[config.mk]
export PLATFORM = sky130hd
export DESIGN_NAME = logic_op_arbiter
export DESIGN_NICKNAME = d
export VERILOG_FILES = /design/src/rtl/logic_op_arbiter.sv
export SDC_FILE = /design/constraint.sdc
export NUM_CORES = 1
export LEC_CHECK = 0
export CAP_MARGIN = 20
export CORE_ASPECT_RATIO = 1.5
export CORE_MARGIN = 2
export CORE_UTILIZATION = 51
export CTS_CLUSTER_DIAMETER = 200
export DETAILED_ROUTE_END_ITERATION = 6
export HOLD_SLACK_MARGIN = 0.06
export PLACE_DENSITY = 0.87
export SYNTH_ARGS = -nofsm -noshare
export SYNTH_HDL_FRONTEND = slang
export SYNTH_SLANG_ARGS = --single-unit
[constraint.sdc]
create_clock -name clk -period 4.4 [get_ports clk]
set_clock_uncertainty 0.05 [all_clocks]
set_input_delay 0.88 -clock clk [delete_from_list [all_inputs] [get_ports clk]]
set_output_delay 0.88 -clock clk [all_outputs]
set_load 0.02 [all_outputs]
[src/rtl/logic_op_arbiter.sv]
// Four-requester round-robin arbiter that executes one bitwise logic operation per grant.
// Optional LOGIC_OP_ARBITER_ERR_EN adds an err output flagging opcodes 110/111.
module logic_op_arbiter #(
  parameter int WIDTH = 8
) (
  input  logic               clk,
  input  logic               rst_n,
  input  logic [3:0]         req,
  input  logic [11:0]        op,
  input  logic [4*WIDTH-1:0] a,
  input  logic [4*WIDTH-1:0] b,
  output logic [3:0]         gnt,
  output logic               busy,
  output logic [WIDTH-1:0]   res,
  output logic               res_valid,
  output logic [1:0]         res_id
`ifdef LOGIC_OP_ARBITER_ERR_EN
  ,
  output logic               err
`endif
);

  typedef enum logic [1:0] {
    IDLE  = 2'd0,
    GRANT = 2'd1,
    EXEC  = 2'd2,
    DONE  = 2'd3
  } state_t;

  state_t state, state_nxt;

  logic [1:0]       last_id;
  logic             win_vld;
  logic [1:0]       win_id;
  logic [1:0]       idx;

  logic [2:0]       op_p0;
  logic [WIDTH-1:0] a_p0;
  logic [WIDTH-1:0] b_p0;

  logic [WIDTH-1:0] res_p1;
  logic             err_p1;
  logic             err_p2;

  function automatic logic [WIDTH-1:0] logic_op(input logic [2:0] opc,
                                                input logic [WIDTH-1:0] x,
                                                input logic [WIDTH-1:0] y);
    logic [WIDTH-1:0] r;
    case (opc)
      3'b000:  r = x & y;
      3'b001:  r = x | y;
      3'b010:  r = ~(x | y);
      3'b011:  r = ~(x & y);
      3'b100:  r = x ^ y;
      3'b101:  r = ~(x ^ y);
      default: r = '0;
    endcase
    return r;
  endfunction

  function automatic logic op_illegal(input logic [2:0] opc);
    return opc[2] & opc[1];
  endfunction

  // Round-robin search starts one past the last winner and wraps 3 -> 0.
  always_comb begin
    win_vld = 1'b0;
    win_id  = last_id;
    idx     = last_id;
    for (int k = 1; k <= 4; k++) begin
      idx = last_id + 2'(k);
      if (!win_vld && req[idx]) begin
        win_vld = 1'b1;
        win_id  = idx;
      end
    end
  end

  always_ff @(posedge clk or negedge rst_n) begin
    if (!rst_n) begin
      state <= IDLE;
    end else begin
      state <= state_nxt;
    end
  end

  always_comb begin
    state_nxt = state;
    gnt       = 4'b0000;
    busy      = 1'b0;
    res_valid = 1'b0;
    case (state)
      IDLE: begin
        if (win_vld) state_nxt = GRANT;
      end
      GRANT: begin
        gnt       = 4'b0001 << last_id;
        busy      = 1'b1;
        state_nxt = EXEC;
      end
      EXEC: begin
        busy      = 1'b1;
        state_nxt = DONE;
      end
      DONE: begin
        res_valid = 1'b1;
        state_nxt = IDLE;
      end
      default: state_nxt = IDLE;
    endcase
  end

  // Stage p0: capture the winner's opcode and operands on the IDLE->GRANT edge.
  always_ff @(posedge clk or negedge rst_n) begin
    if (!rst_n) begin
      last_id <= 2'd3;
      op_p0   <= '0;
      a_p0    <= '0;
      b_p0    <= '0;
    end else if (state == IDLE && win_vld) begin
      last_id <= win_id;
      op_p0   <= op[3*int'(win_id) +: 3];
      a_p0    <= a[WIDTH*int'(win_id) +: WIDTH];
      b_p0    <= b[WIDTH*int'(win_id) +: WIDTH];
    end
  end

  // Stage p1: evaluate the logic function on the GRANT->EXEC edge.
  always_ff @(posedge clk or negedge rst_n) begin
    if (!rst_n) begin
      res_p1 <= '0;
      err_p1 <= 1'b0;
    end else if (state == GRANT) begin
      res_p1 <= logic_op(op_p0, a_p0, b_p0);
      err_p1 <= op_illegal(op_p0);
    end
  end

  // Stage p2: publish on EXEC->DONE so res/res_id stay put until the next result.
  always_ff @(posedge clk or negedge rst_n) begin
    if (!rst_n) begin
      res    <= '0;
      res_id <= 2'd0;
      err_p2 <= 1'b0;
    end else if (state == EXEC) begin
      res    <= res_p1;
      res_id <= last_id;
      err_p2 <= err_p1;
    end
  end

`ifdef LOGIC_OP_ARBITER_ERR_EN
  assign err = (state == DONE) && err_p2;
`else
  logic unused_err;
  assign unused_err = err_p2;
`endif

endmodule
==> impl_metrics.yaml <==
run_status:
  outcome: "complete, no violations"
logic_synthesis:
  yosysWarnings: 0
  syn_inst: 314
  synth_cell_types: 42
  synthesis.nets: 420
  yosysSeqAreaShare: 0.3340
  syn_avg_cell_area_um2: 9.806
  yosysTopAreaCell: "dfrtp_1"
  synth.top_cell.area_share: 0.3169
  syn_area_um2: 3079
  synth_area_leaders: "dfrtp_1 (32%), mux2i_1 (14%), ha_1 (9.8%)"
  yosys_register_bits: 41
finish:
  n_antenna_cell: 0
  fin_util: 0.7119
  drive_gt1_frac: 0.07731
  layout_commonest_cell: "clkdlybuf4s50_1"
  syn_to_final_growth_pct: 34.74
  final_cell_mix: "clkdlybuf4s50_1 (96), mux2i_1 (42), dfrtp_1 (39), nand2_1 (33), ha_1 (24)"
  num-fill-cells: 444
  nets: 506
clock_network:
  insertion_delay_ps: 290
  cts_tree: "built"
  htree_num_levels: 2
  clockRootBuffer: "clkbuf_8"
  cts_made_buffers: 5
  clk_pin_slew_ps: 80
  clockBufferDepth: 2
  cts.repair.resized: 0
  post-cts-setup-buffers: 0
  cts_hold_buf: 0
  cts_num_sinks: 41
critical_path:
  worstSetupStartpointType: "register"
  crit_buf_inv: 2
  critPathKind: "reg2reg"
  slowest_delay_ps: 810
  crit_path_end_kind: "register"
  worst_path_dominant_cell_family: "XOR/XNOR gates"
  cp.arrival_ps: 3980
  slowest_stage: "xnor2_4"
  crit_chain: "inv_1 -> ha_1 -> mux4_2 -> nor2b_4 -> nor2_4 -> xnor2_4 -> buf_4 -> mux2i_1 -> o221ai_1"
  worstPathRequired_ps: 4490
  crit_fanout: 26
sta:
  min_period_ps: 3887
  rsz0062_at_grt: "false"
  max_freq_mhz: 257.3
  final-max-slew-violation-count: 0
  post-route-period-util: 0.8835
  tightest_slew_ps: 1036
  slew_headroom: 0.3091
  tns_ps: 0
  hold_viol: 0
  finalSetupViolCount: 0
routing:
  viasPerCell: 5.607
  drc: 0
  wl_mm: 7.286
  dr_total_vias: 2652
  routedWlPerCell_um: 15.40
  dr.pass1.iters: 4
  ant_nets: 0
  drt_iter0_drc: 122
pwr:
  net-switching-power_mw: 1.465
  combPwrFrac: 0.649
  clkPwrFrac: 0.109
  vdd_ir_drop_max_mv: 0.5173
  internal-power_mw: 1.905
  switching_share: 0.4346
  seqPwrFrac: 0.243
  p_per_area_nw_per_um2: 812.2
  leakagePower_nw: 1.815
die:
  initial_core_util: 0.5283
  ios: 98
  core-area_um2: 5828
  fp-row-count: 34
  die_w_um: 67.45
  dieArea_um2: 6688
  dieHeight_um: 99.17
grt:
  first_global_vias: 2664
  overflow: 0
  grt_pass1_wl_mm: 12.18
  antenna_found_initial: 0
  grt_use_total: 0.2338
  grt_max_degree: 42
placement:
  io_buffers: 97
  dp_hpwl_mm: 5.469
  gp_congestion: 0.8165
run:
  max_cap_violations: 0
worst_hold_path:
  hold_class: "reg2reg"
==> power groups by stage <==
| stage | Combinational, mW | Clock [mW] | Sequential (mW) |
|---|---|---|---|
| 6_report | 2.19 | 0.367 | 0.817 |
| 5_1_grt | 2.41 | 0.384 | 0.851 |
| 4_1_cts | 2.20 | 0.371 | 0.819 |
| 3_5_place_dp | 2.17 | 0 | 0.819 |
| 3_3_place_gp | 2.09 | 0 | 0.805 |
| 2_1_floorplan | 1.87 | 0 | 0.752 |
==> metrics by stage <==
step | hold slack (ps) | worst slack [ps] | cell area [µm²] | total power [mW] | std cells
2_1_floorplan | 395.6 | 1375 | 3079 | 2.624 | 314
3_3_place_gp | 404.7 | 495.7 | 4011 | 2.900 | 465
3_5_place_dp | 413.1 | 403.7 | 4011 | 2.989 | 465
4_1_cts | 432.1 | 492.3 | 4149 | 3.385 | 473
5_1_grt | 452.6 | 289.6 | 4149 | 3.645 | 473
6_report | 431.4 | 512.8 | 4149 | 3.370 | 473
==> sequential cells by signal, indices dropped and copies added, names as in the netlist <==
name / count
b_p0: 8
state: 2
a_p0: 8
res: 8
res_p1: 8
last_id: 2
res_id: 2
op_p0: 3
==> worst register-to-register path, cell delays in order, from the launching register on <==
cell and delay (ps):
dfstp_2 780, inv_1 230, ha_1 460, mux4_2 400, nor2b_4 180, nor2_4 80, xnor2_4 810, buf_4 380
mux2i_1 210, o221ai_1 150
==> cell usage after synthesis (all sizes together) <==
library cell and n:
dfrtp 39, o21ai 16, nor2b 3, or3b 1
nor4 1, o32ai 1, a221oi 1, o21a 6
ha 24, o21bai 1, nor2 18, o211ai 2
or2 2, mux2i 43, xnor2 6, inv 22
and2 4, mux2 11, clkbuf 12, a21oi 16
nand4b 1, dfstp 2, a31oi 1, nand2b 2
xor2 4, nand2 33, a31o 1, a211oi 5
o221ai 23, mux4 2, buf 9, nand3b 1
or3 1
==> area by class of cell <==
cell class / instances / area (µm²) / share of cell area
inverters: 22 / 82.58 / 0.01990
well taps: 72 / 90.09 / 0.02171
clock buffers: 5 / 68.82 / 0.01659
flip-flops and latches: 41 / 1028 / 0.2479
clock inverters: 3 / 68.82 / 0.01659
multi-input cells: 230 / 1822 / 0.4391
repair buffers: 100 / 988.4 / 0.2382
==> final timing paths <==
path,startpoint,endpoint,slack [ps],cells past startpoint
worst max-delay path,last_id[0],a_p0[4],510,9
worst max register to register,last_id[0],a_p0[4],510,9
worst min-delay path,res_p1[1],res_p1[1],430,1
worst min register to register,res_p1[1],res_p1[1],430,1
min in group asynchronous,rst_n,res[6],650,1
max in group asynchronous,rst_n,res[1],3080,1
==> per-layer routing <==
layer  vias to the layer above  GRT usage  wire length (µm)
li1                       1290          -                 -
met1                      1258     0.2812              2791
met2                        91     0.4067              3963
met3                        13    0.04864               389
met4                         0    0.07692               141
met5                         -          0                 0
==> cell families after synthesis <==
kind of cell,share of synthesized area
AO/OA/AOI/OAI,0.1621
XOR/XNOR,0.03454
adder cells (fa/ha/maj),0.09752
buffers and inverters,0.07436
flip-flops,0.3340
multiplexers,0.1959
AND/OR/NAND/NOR,0.1016
Note: power is estimated with default switching activity, not from simulation.
